===== src/rtl/alu_mul_sequencer.sv =====
// Shift-add multiplier sequencer: drives the shared ALU while busy to form the low WIDTH bits of op_a*op_b.
// Optional EARLY_EXIT_EN: leave the iteration loop as soon as no multiplier bits remain.
module alu_mul_sequencer #(
    parameter int WIDTH = 32,
    parameter int CNT_W = 6
) (
    input  logic             clk,
    input  logic             reset,
    input  logic             start,
    input  logic [WIDTH-1:0] op_a,
    input  logic [WIDTH-1:0] op_b,
    output logic             busy,
    output logic             done,
    output logic [WIDTH-1:0] product,
    output logic [WIDTH-1:0] alu_a,
    output logic [WIDTH-1:0] alu_b,
    output logic [3:0]       alu_ctl,
    input  logic [WIDTH-1:0] alu_result
);

    typedef enum logic [1:0] {
        S_IDLE,
        S_ADD,
        S_SHIFT,
        S_DONE
    } state_t;

    localparam logic [3:0]       CTL_ADD  = 4'b0010;
    localparam logic [3:0]       CTL_SLL  = 4'b1000;
    localparam logic [CNT_W-1:0] LAST_CNT = CNT_W'(WIDTH - 1);

    state_t           state_q, state_d;
    logic [WIDTH-1:0] acc_q, acc_d;
    logic [WIDTH-1:0] mcand_q, mcand_d;
    logic [WIDTH-1:0] mplr_q, mplr_d;
    logic [CNT_W-1:0] cnt_q, cnt_d;
    logic [WIDTH-1:0] product_q, product_d;
    logic             last_iter;

    // NOTE: every signal written here gets a default first, so no path leaves one unassigned (no latches).
    always_comb begin
        state_d   = state_q;
        acc_d     = acc_q;
        mcand_d   = mcand_q;
        mplr_d    = mplr_q;
        cnt_d     = cnt_q;
        product_d = product_q;
        alu_a     = '0;
        alu_b     = '0;
        alu_ctl   = CTL_ADD;
        busy      = 1'b0;
        done      = 1'b0;
        last_iter = 1'b0;

        case (state_q)
            S_IDLE: begin
                if (start) begin
                    acc_d   = '0;
                    mcand_d = op_a;
                    mplr_d  = op_b;
                    cnt_d   = '0;
                    state_d = op_b[0] ? S_ADD : S_SHIFT;
                end
            end
            S_ADD: begin
                busy    = 1'b1;
                alu_a   = acc_q;
                alu_b   = mcand_q;
                alu_ctl = CTL_ADD;
                acc_d   = alu_result;
                state_d = S_SHIFT;
            end
            S_SHIFT: begin
                busy      = 1'b1;
                alu_a     = mcand_q;
                alu_b     = WIDTH'(1);
                alu_ctl   = CTL_SLL;
                mcand_d   = alu_result;
                mplr_d    = mplr_q >> 1;
                cnt_d     = cnt_q + CNT_W'(1);
                last_iter = (cnt_q == LAST_CNT);
`ifdef EARLY_EXIT_EN
                if (mplr_q[WIDTH-1:1] == '0) begin
                    last_iter = 1'b1;
                end
`endif
                // acc is final once the last shift is reached, so product is valid during DONE.
                if (last_iter) begin
                    state_d   = S_DONE;
                    product_d = acc_q;
                end else begin
                    state_d = mplr_q[1] ? S_ADD : S_SHIFT;
                end
            end
            S_DONE: begin
                done    = 1'b1;
                state_d = S_IDLE;
            end
            default: state_d = S_IDLE;
        endcase
    end

    assign product = product_q;

    // NOTE: sequential state uses non-blocking assignments so all registers update together at the edge.
    always_ff @(posedge clk or posedge reset) begin
        if (reset) begin
            state_q   <= S_IDLE;
            acc_q     <= '0;
            mcand_q   <= '0;
            mplr_q    <= '0;
            cnt_q     <= '0;
            product_q <= '0;
        end else begin
            state_q   <= state_d;
            acc_q     <= acc_d;
            mcand_q   <= mcand_d;
            mplr_q    <= mplr_d;
            cnt_q     <= cnt_d;
            product_q <= product_d;
        end
    end

endmodule


===== config.mk =====
export PLATFORM = sky130hd
export DESIGN_NAME = alu_mul_sequencer
export DESIGN_NICKNAME = d
export VERILOG_FILES = /design/src/rtl/alu_mul_sequencer.sv
export SDC_FILE = /design/constraint.sdc
export NUM_CORES = 1
export LEC_CHECK = 0
export ABC_AREA = 1
export BUFFER_PORTS_ARGS = -buffer_cell sky130_fd_sc_hd__buf_2
export CAP_MARGIN = 30
export CORE_AREA = 2 2 149 151
export CTS_CLUSTER_SIZE = 28
export DETAILED_ROUTE_END_ITERATION = 8
export DIE_AREA = 0 0 151 153
export PLACE_DENSITY = 0.48
export SLEW_MARGIN = 40
export SYNTH_ARGS = -nofsm -noshare
export SYNTH_HDL_FRONTEND = slang
export SYNTH_SLANG_ARGS = --single-unit

===== constraint.sdc =====
create_clock -name clk -period 12.7 [get_ports clk]
set_input_delay 2.54 -clock clk [delete_from_list [all_inputs] [get_ports clk]]
set_output_delay 2.54 -clock clk [all_outputs]
set_load 0.02 [all_outputs]

==> run metrics, run 1 <==
WP data arrival=2.86 ns; post-DP HPWL=12,210 um; worst hold path type=flop to flop; worst ir drop on vdd=0.0001802 V; final hold violations=0; crit-path cells=inv_1, ha_2, nand2_4, o22ai_1, buf_2; Worst-path clk slew=0.06 ns; post-DR wirelength/cell=15.00 um; Clock Latency Late Sink=0.41 ns; Final Max Slew Viols=0; Post-Layout Cell Count=1,228; postcts setup bufs=0; filler instances=2,312; Vias/cell=~4.6; DR DRC count=0; Chip Width=151 um; largest net degree at the start of global routing=between 70 and 80; initial antenna violation count=0; WP depth=5; unrepaired setup endpoints after global routing=no; Area Overhead vs Synth=28.37%; Initial DRT Pass Iterations=5; cell family with most CP delay=adder cells; CP max FO=64; total of max-cap violations=0; Num CTS Buffers=17; Critical Path End=alu_a[30]; YS warnings=0; Die Ht=153 um; PostCTS Resize Cnt=0; leakage=between 4 and 5 nW; crit-path max cell delay=0.72 ns; post-synth top area cell=dfrtp_1; min Tclk post-route=5.401 ns; Cell variety after synth=21; Clock Tree Buf Depth=2; Synth Flop Type=dfrtp_1; critical setup path kind=flop to output pin; CTS tree=built; # rows=54; number of synthesized flops with an enable pin=0; post-route ant nets=0; crit path from=state_q[1]; CP max stage cell=ha_2; Mean Syn Cell Area=8.240 sq um; total core area=between 20,000 and 25,000 sq um; setup slack, reg-to-reg=8.88 ns; first-pass GRT wire length=29,280 um; final WL=18,420 um; ant diodes=0; aggregate global-route resource usage=0.1640; worst path bufs/invs=2; top cells by area, synth=dfrtp_1, nand2_1, inv_1; Critical Path End Type=output pin; clock sinks=135; die area=23,100 sq um; final net count=1,039; Setup TNS=0 ns; period utilization=0.4252; placer congestion estimate=0.7307; Initial DRC Count=194; top-area cell type share of the netlist area=0.5345; r2r worst-path depth=10; I/O Buffers=~200; synthesized flop and latch total=~140; Post-synth top cells=nand2_1, dfrtp_1, inv_1; H-tree levels=4; number of hold buffers added after cts=0; Vias=5,602; Root Driver=clkbuf_16; Util after Layout=0.3776; CP required=10.16 ns; Layout Skew=0.007828 ns; reg-to-reg critical path endpoint=cnt_q[4]; endpoints failing setup=0; Startpoint Class=flop; # IOs=201; most common cell in the netlist=nand2_1; post-synthesis async set-or-reset flop share=1.000; Syn Std Cell Area=6320 sq um; GRT overflow=0; status=finished, final reports clean; Slew @ Worst Pin=0.8178 ns; placed insts=1,196; Max Freq=185.2 MHz; Syn Inst Count=roughly 770; slew margin rel.=0.4548; vias in the first global route=5,442; Pwr Density=roughly 260 nW/um^2; Initial Util=0.2941; layout cells sized above 1=0.2574; register area share after synthesis=0.5345; R2R Path Start=state_q[0]
==> layout by cell type, fill, tap and decap left out, types with 4 or more instances in the layout <==
master,n
buf_2,198
nand2_1,145
dfrtp_1,135
inv_1,106
nor2_1,73
o21ai_0,71
nand3_1,37
a31oi_1,32
o22ai_1,32
o21ai_1,31
o211ai_1,29
clkbuf_16,17
a21oi_1,6
clkinvlp_4,4
==> layer usage <==
| layer | up-vias | global-route usage | share of wire |
|---|---|---|---|
| met4 | 0 | 0.04495 | 0.011 |
| met1 | 2621 | 0.2162 | 0.46 |
| met2 | 130 | 0.2699 | 0.47 |
| met5 | - | 0 | 0 |
| li1 | 2840 | - | - |
| met3 | 11 | 0.03821 | 0.053 |
==> tightest hold or removal path, delay by kind of cell (launching register included) <==
| kind | cells | cell delay (ns) |
|---|---|---|
| compound gates | 1 | 0.06 |
| simple gates | 1 | 0.05 |
| flops | 1 | 0.33 |
==> cells by family (layout without fill, tap and decap cells) <==
family / Yosys count / after routing / share of synthesized area
simple gates: 262 / 262 / 0.1639
compound gates: 202 / 202 / 0.1841
buf+inv: 162 / 342 / 0.1069
flops: 135 / 135 / 0.5345
fa+ha+maj: 5 / 5 / 0.009899
other cells: 1 / 2 / 0.0005934
==> worst min-delay path by stage <==
stage / start / to / slack [ns] / cells past startpoint
2_1_floorplan: mplr_q[1] / mplr_q[1] / 0.46 / 2
5_1_grt: product[0] / product[0] / 0.50 / 2
3_5_place_dp: product[29] / product[29] / 0.47 / 2
6_report: product[17] / product[17] / 0.48 / 2
4_1_cts: product[29] / product[29] / 0.48 / 2
3_3_place_gp: product[18] / product[18] / 0.46 / 2
==> flip-flops by register name, summed over array words and instances, names as in the netlist <==
signal,flops
mcand_q,32
mplr_q,31
cnt_q,6
product,32
state_q,2
acc_q,32
==> power by group <==
| part | total, mW | internal [mW] | switching (mW) |
|---|---|---|---|
| logic | 0.953 | 0.292 | 0.660 |
| registers | 0.658 | 0.597 | 0.0606 |
| clock network | 0.507 | 0.310 | 0.198 |
| total | 2.12 | 1.20 | 0.919 |
==> layout make-up <==
cell class	count	area, sq um	share of cell area
Clock buffer	17	425.4	0.05244
Tap cell	280	350.3	0.04318
Inverter	107	406.6	0.05012
Clock inverter	15	178.9	0.02205
Timing Repair Buffer	203	1052	0.1297
Sequential cell	135	3378	0.4164
Multi-Input combinational cell	471	2321	0.2861
==> metrics by stage <==
stage               cell area, sq um  setup WS, ns  total power, mW  hold slack [ns]
finish                          8113         7.299            2.118           0.4782
detailed placement              7508         7.690            1.638           0.4676
global route                    8113         7.056            2.298           0.4952
floorplan                       6324         6.549            1.361           0.4630
global placement                7467         7.390            1.615           0.4620
CTS                             8113         7.237            2.154           0.4834
Note: power is estimated with default switching activity, not from simulation.
==> inputs of run 2 (changes only) <==
==> constraint.sdc (replaced) <==
create_clock -name clk -period 5.2 [get_ports clk]
set_input_delay 1.04 -clock clk [delete_from_list [all_inputs] [get_ports clk]]
set_output_delay 1.04 -clock clk [all_outputs]
set_load 0.02 [all_outputs]
==> run 2 against run 1 <==
Sequential share of layout area fell by 0.58 points; design area increased by 1.4%; wire length grew 3.4%; clock-buffer cell count is the same; clock power grew to 2.8 times the previous value; non-clock buffer count grew 4; register-to-register slack worse by 6.6 ns; core utilization increased by 0.54 points; first-iteration DRC count grew 41%; total power increased to 2.5 times the previous value; setup slack lost 5.8 ns; flip-flop and latch count unchanged; critical endpoint is now alu_a[31]; highest routed layer unchanged.
==> run metrics, run 2 (synthesis results as in run 1) <==
Num CTS Buffers=17; post-route ant nets=0; crit path from=state_q[0]; clock sinks=135; Startpoint Class=flop; Pwr Density=652.4 nW/um^2; period utilization=0.7151; most common cell after layout, fill and taps aside=buf_2; Initial DRT Pass Iterations=5; status=finished, final reports clean; crit-path cells=inv_1, ha_4, nand2_2, o22ai_1, buf_2; CP max stage cell=nand2_2; Util after Layout=0.3829; R2R Path Start=state_q[0]; number of hold buffers added after cts=0; post-DP HPWL=12,670 um; postcts setup bufs=0; Psw=2.246 mW; die area=23,100 sq um; Final Max Slew Viols=0; Chip Width=about 150 um; total core area=21,490 sq um; slew margin rel.=0.4362; Initial DRC Count=roughly 270; # IOs=201; unrepaired setup endpoints after global routing=no; min Tclk post-route=3.719 ns; combinational power share=0.433; CTS tree=built; largest net degree at the start of global routing=70; filler instances=2,307; final WL=19,050 um; commonest non-fill, non-tap cells in the layout=buf_2, nand2_1, dfrtp_1, inv_1, nor2_1; Worst-path clk slew=about 0.060 ns; endpoints failing setup=0; sw frac=0.4183; vias in the first global route=5,552; Critical Path End Type=output pin; Vias/cell=4.582; CP max FO=49; worst min-delay path startpoint=product[25]; DR DRC count=0; aggregate global-route resource usage=0.1707; total of max-cap violations=0; worst ir drop on vdd=0.0003452 V; I/O Buffers=198; layout cells sized above 1=0.2605; Layout Skew=0.006881 ns; worst hold path type=flop to flop; # rows=54; crit-path max cell delay=0.61 ns; area of the multi-input gates=2321 sq um; WP data arrival=roughly 2.7 ns; placer congestion estimate=about 0.74; Clock Tree Buf Depth=2; leakage=4.235 nW; Seq pwr share=0.301; Setup TNS=0 ns; H-tree levels=4; Max Freq=268.9 MHz; Clock Latency Late Sink=a little over 0.4 ns; Vias=5,654; GRT overflow=0; PnR Total Power=roughly 5.4 mW; post-DR wirelength/cell=roughly 15 um; Initial Util=0.2941; cell family with most CP delay=simple AND/OR/NAND/NOR gates; Slew @ Worst Pin=0.8427 ns; PostCTS Resize Cnt=0; CP required=about 4.2 ns; register area=around 3400 sq um; Clk network pwr share=0.266; first-pass GRT wire length=30,380 um; final hold violations=0; worst path bufs/invs=2; final net count=1,043; Internal Power=approximately 3.1 mW; Die Ht=153 um; initial antenna violation count=1; critical setup path kind=flop to output pin; Area Overhead vs Synth=30.19%; Root Driver=clkbuf_16
## run 2: changes by cell type in the layout (fill, tap and decap cells not counted), moves of 2 or more
cell        change
clkinvlp_4      -3
clkinv_4        +2
diode_2         +2
bufinv_16       +4
buf_4           +5
clkinv_2        -2
## run 2: power by group through the flow
stage	logic (mW)	registers [mW]	clock network, mW
CTS	2.37	1.62	1.47
floorplan	1.74	1.59	0
finish	2.32	1.62	1.43
global placement	2.33	1.62	0
global route	2.65	1.66	1.52
detailed placement	2.37	1.63	0
## run 2: worst min-delay path: stages, from the launching register on
cell and delay, ns:
dfrtp_1 0.34, nand2_1 0.05, o21ai_0 0.06
## run 2: cell type report
cell class | count | area share
clock inverter | 15 | 0.03345
timing repair buffer | 207 | 0.1296
multi-input combinational | 471 | 0.2821
tap | 280 | 0.04258
clock buffer | 17 | 0.05170
inverter | 107 | 0.04942
sequential | 135 | 0.4106
antenna | 2 | 0.0006083
## run 2: worst paths after layout
path	to	slack, ns	cells after the start
setup / recovery	alu_a[31]	1.48	5
hold / removal	product[25]	0.48	2
setup reg to reg	mplr_q[20]	2.27	8
hold reg to reg	product[25]	0.48	2
max in group asynchronous	acc_q[15]	3.44	3
min in group asynchronous	product[22]	0.73	2
## run 2: per-stage QoR
stage          area, sq um  worst slack (ns)  hold WS (ns)  cells
2_1_floorplan         6324            0.5489        0.4630    768
3_3_place_gp          7497             1.929        0.4614   1199
3_5_place_dp          7522             1.874        0.4678   1200
4_1_cts               8223             1.412        0.4829   1232
5_1_grt               8225             1.219        0.5057   1233
6_report              8228             1.481        0.4787   1234
## run 2: per-layer routing
metal / track usage / up-vias / part of all wire
met5: 0 / - / 0
met4: 0.05385 / 0 / 0.016
met3: 0.03821 / 21 / 0.047
met2: 0.2716 / 135 / 0.46
met1: 0.2310 / 2645 / 0.48
li1: - / 2853 / -
==> inputs of run 3 (changes only) <==
==> constraint.sdc (replaced) <==
create_clock -name clk -period 3.7 [get_ports clk]
set_input_delay 0.74 -clock clk [delete_from_list [all_inputs] [get_ports clk]]
set_output_delay 0.74 -clock clk [all_outputs]
set_load 0.02 [all_outputs]
==> run 3 against run 2 <==
Via count grew 0.18%; clock-buffer cell count grew 4; design area grew 0.17%; global-route usage shrank 0.42 points; clock skew grew 0.0033 ns; clock power grew 38%; combinational power grew 42%; sequential power grew 40%; first-iteration DRC count grew 10%; largest power group unchanged; worst hold slack lost 0.0012 ns.
==> run metrics, run 3 (synthesis results as in run 1) <==
status=finished, final reports clean; ant diodes=0; final net count=1,046; H-tree levels=4; Final Max Slew Viols=0; reg-to-reg critical path endpoint=product[31]; vias in the first global route=5,503; Layout Skew=0.01015 ns; GRT overflow=0; worst ir drop on vdd=0.0005927 V; PnR Total Power=about 7.5 mW; die area=23,100 sq um; worst hold path type=flop to flop; filler instances=2,299; worst hold slack=between 0.4 and 0.5 ns; Util after Layout=0.3836; final hold violations=0; clock sinks=135; Num CTS Buffers=17; number of hold buffers added after cts=0; commonest non-fill, non-tap cells in the layout=buf_2, nand2_1, dfrtp_1, inv_1, nor2_1; slew margin rel.=0.5156; total core area=21,490 sq um; WP data arrival=roughly 2.3 ns; aggregate global-route resource usage=0.1665; endpoints failing setup=0; Initial Util=0.2941; # IOs=201; # rows=54; CTS tree=built; Area Overhead vs Synth=30.41%; Worst-path clk slew=0.06 ns; crit-path cells=inv_1, ha_1, nand2_2, buf_12, o22ai_1, buf_2; first-pass GRT wire length=29,810 um; crit path from=state_q[0]; Setup TNS=0 ns; Die Ht=153 um; setup slack, reg-to-reg=~1.4 ns; final WL=~19,000 um; Initial DRC Count=302; Clock Latency Late Sink=approximately 0.42 ns; Chip Width=151 um; Root Driver=clkbuf_16; placer congestion estimate=0.7313; Vias/cell=4.586; PostCTS Resize Cnt=0; CP required=2.96 ns; r2r worst-path depth=5; period utilization=0.8097; DR DRC count=0; I/O Buffers=198; CP max stage cell=dfrtp_1; min Tclk post-route=between 2 and 3 ns; Vias=approximately 5.7k; Startpoint Class=flop; total of max-cap violations=0; post-DP HPWL=12,920 um; critical setup path kind=flop to output pin; unrepaired setup endpoints after global routing=no; CP max FO=43; leakage=4.239 nW; Max Freq=333.8 MHz; post-route ant nets=0; crit-path max cell delay=0.39 ns; Pwr Density=around 910 nW/um^2; Clock Tree Buf Depth=2; largest net degree at the start of global routing=82; Slew @ Worst Pin=0.7266 ns; initial antenna violation count=0; Initial DRT Pass Iterations=5; Critical Path End Type=output pin; Critical Path End=alu_a[17]; R2R Path Start=state_q[0]; post-DR wirelength/cell=about 15 um; layout cells sized above 1=0.2607; most common cell after layout, fill and taps aside=buf_2; postcts setup bufs=0
run 3: cell count changes in the layout (fill, tap and decap cells not counted), sizes merged:
cell and change:
buf +3, bufinv -1, clkbuf +4, clkinv -4
clkinvlp +2, diode -2, inv -1
run 3: through the flow:
step | worst slack, ns | instance area [sq um] | cells
6_report | 0.7040 | 8242 | 1235
3_3_place_gp | 0.9298 | 7538 | 1203
4_1_cts | 0.3908 | 8239 | 1235
2_1_floorplan | 1.271 | 6327 | 768
3_5_place_dp | 0.8466 | 7551 | 1203
5_1_grt | 0.5434 | 8242 | 1235
run 3: worst max-delay path: cells and delay by family (launching register included):
family	cells	cell delay [ns]
flip-flops	1	0.39
adder cells (fa/ha/maj)	1	0.35
AO/OA/AOI/OAI	1	0.15
buffers and inverters	3	0.59
AND/OR/NAND/NOR	1	0.32
run 3: cell type report:
type | instances | area, sq um | area share
Inverter | 107 | 405.4 | 0.04919
Tap cell | 280 | 350.3 | 0.04251
Sequential cell | 135 | 3378 | 0.4099
Clock buffer | 21 | 470.5 | 0.05708
Multi-Input combinational cell | 471 | 2306 | 0.2798
Clock inverter | 11 | 217.7 | 0.02642
Timing Repair Buffer | 210 | 1114 | 0.1351
run 3: layer usage:
layer	part of all wire	GRT usage	up-vias
met3	0.050	0.03612	15
met5	0	0	-
met1	0.46	0.2158	2657
met4	0.012	0.05162	0
met2	0.48	0.2771	137
li1	-	-	2855
run 3: where the power goes:
part | switching (mW) | total [mW] | internal [mW]
registers | 0.208 | 2.26 | 2.05
logic | 2.28 | 3.30 | 1.02
clock network | 0.646 | 1.97 | 1.32
run 3: how the worst min path moves through the flow:
stage,from,end,slack (ns),cells past startpoint
global route,product[13],product[13],0.51,2
CTS,product[28],product[28],0.48,2
global placement,product[18],product[18],0.46,2
floorplan,mplr_q[1],mplr_q[1],0.46,2
finish,product[13],product[13],0.48,2
detailed placement,product[13],product[13],0.47,2
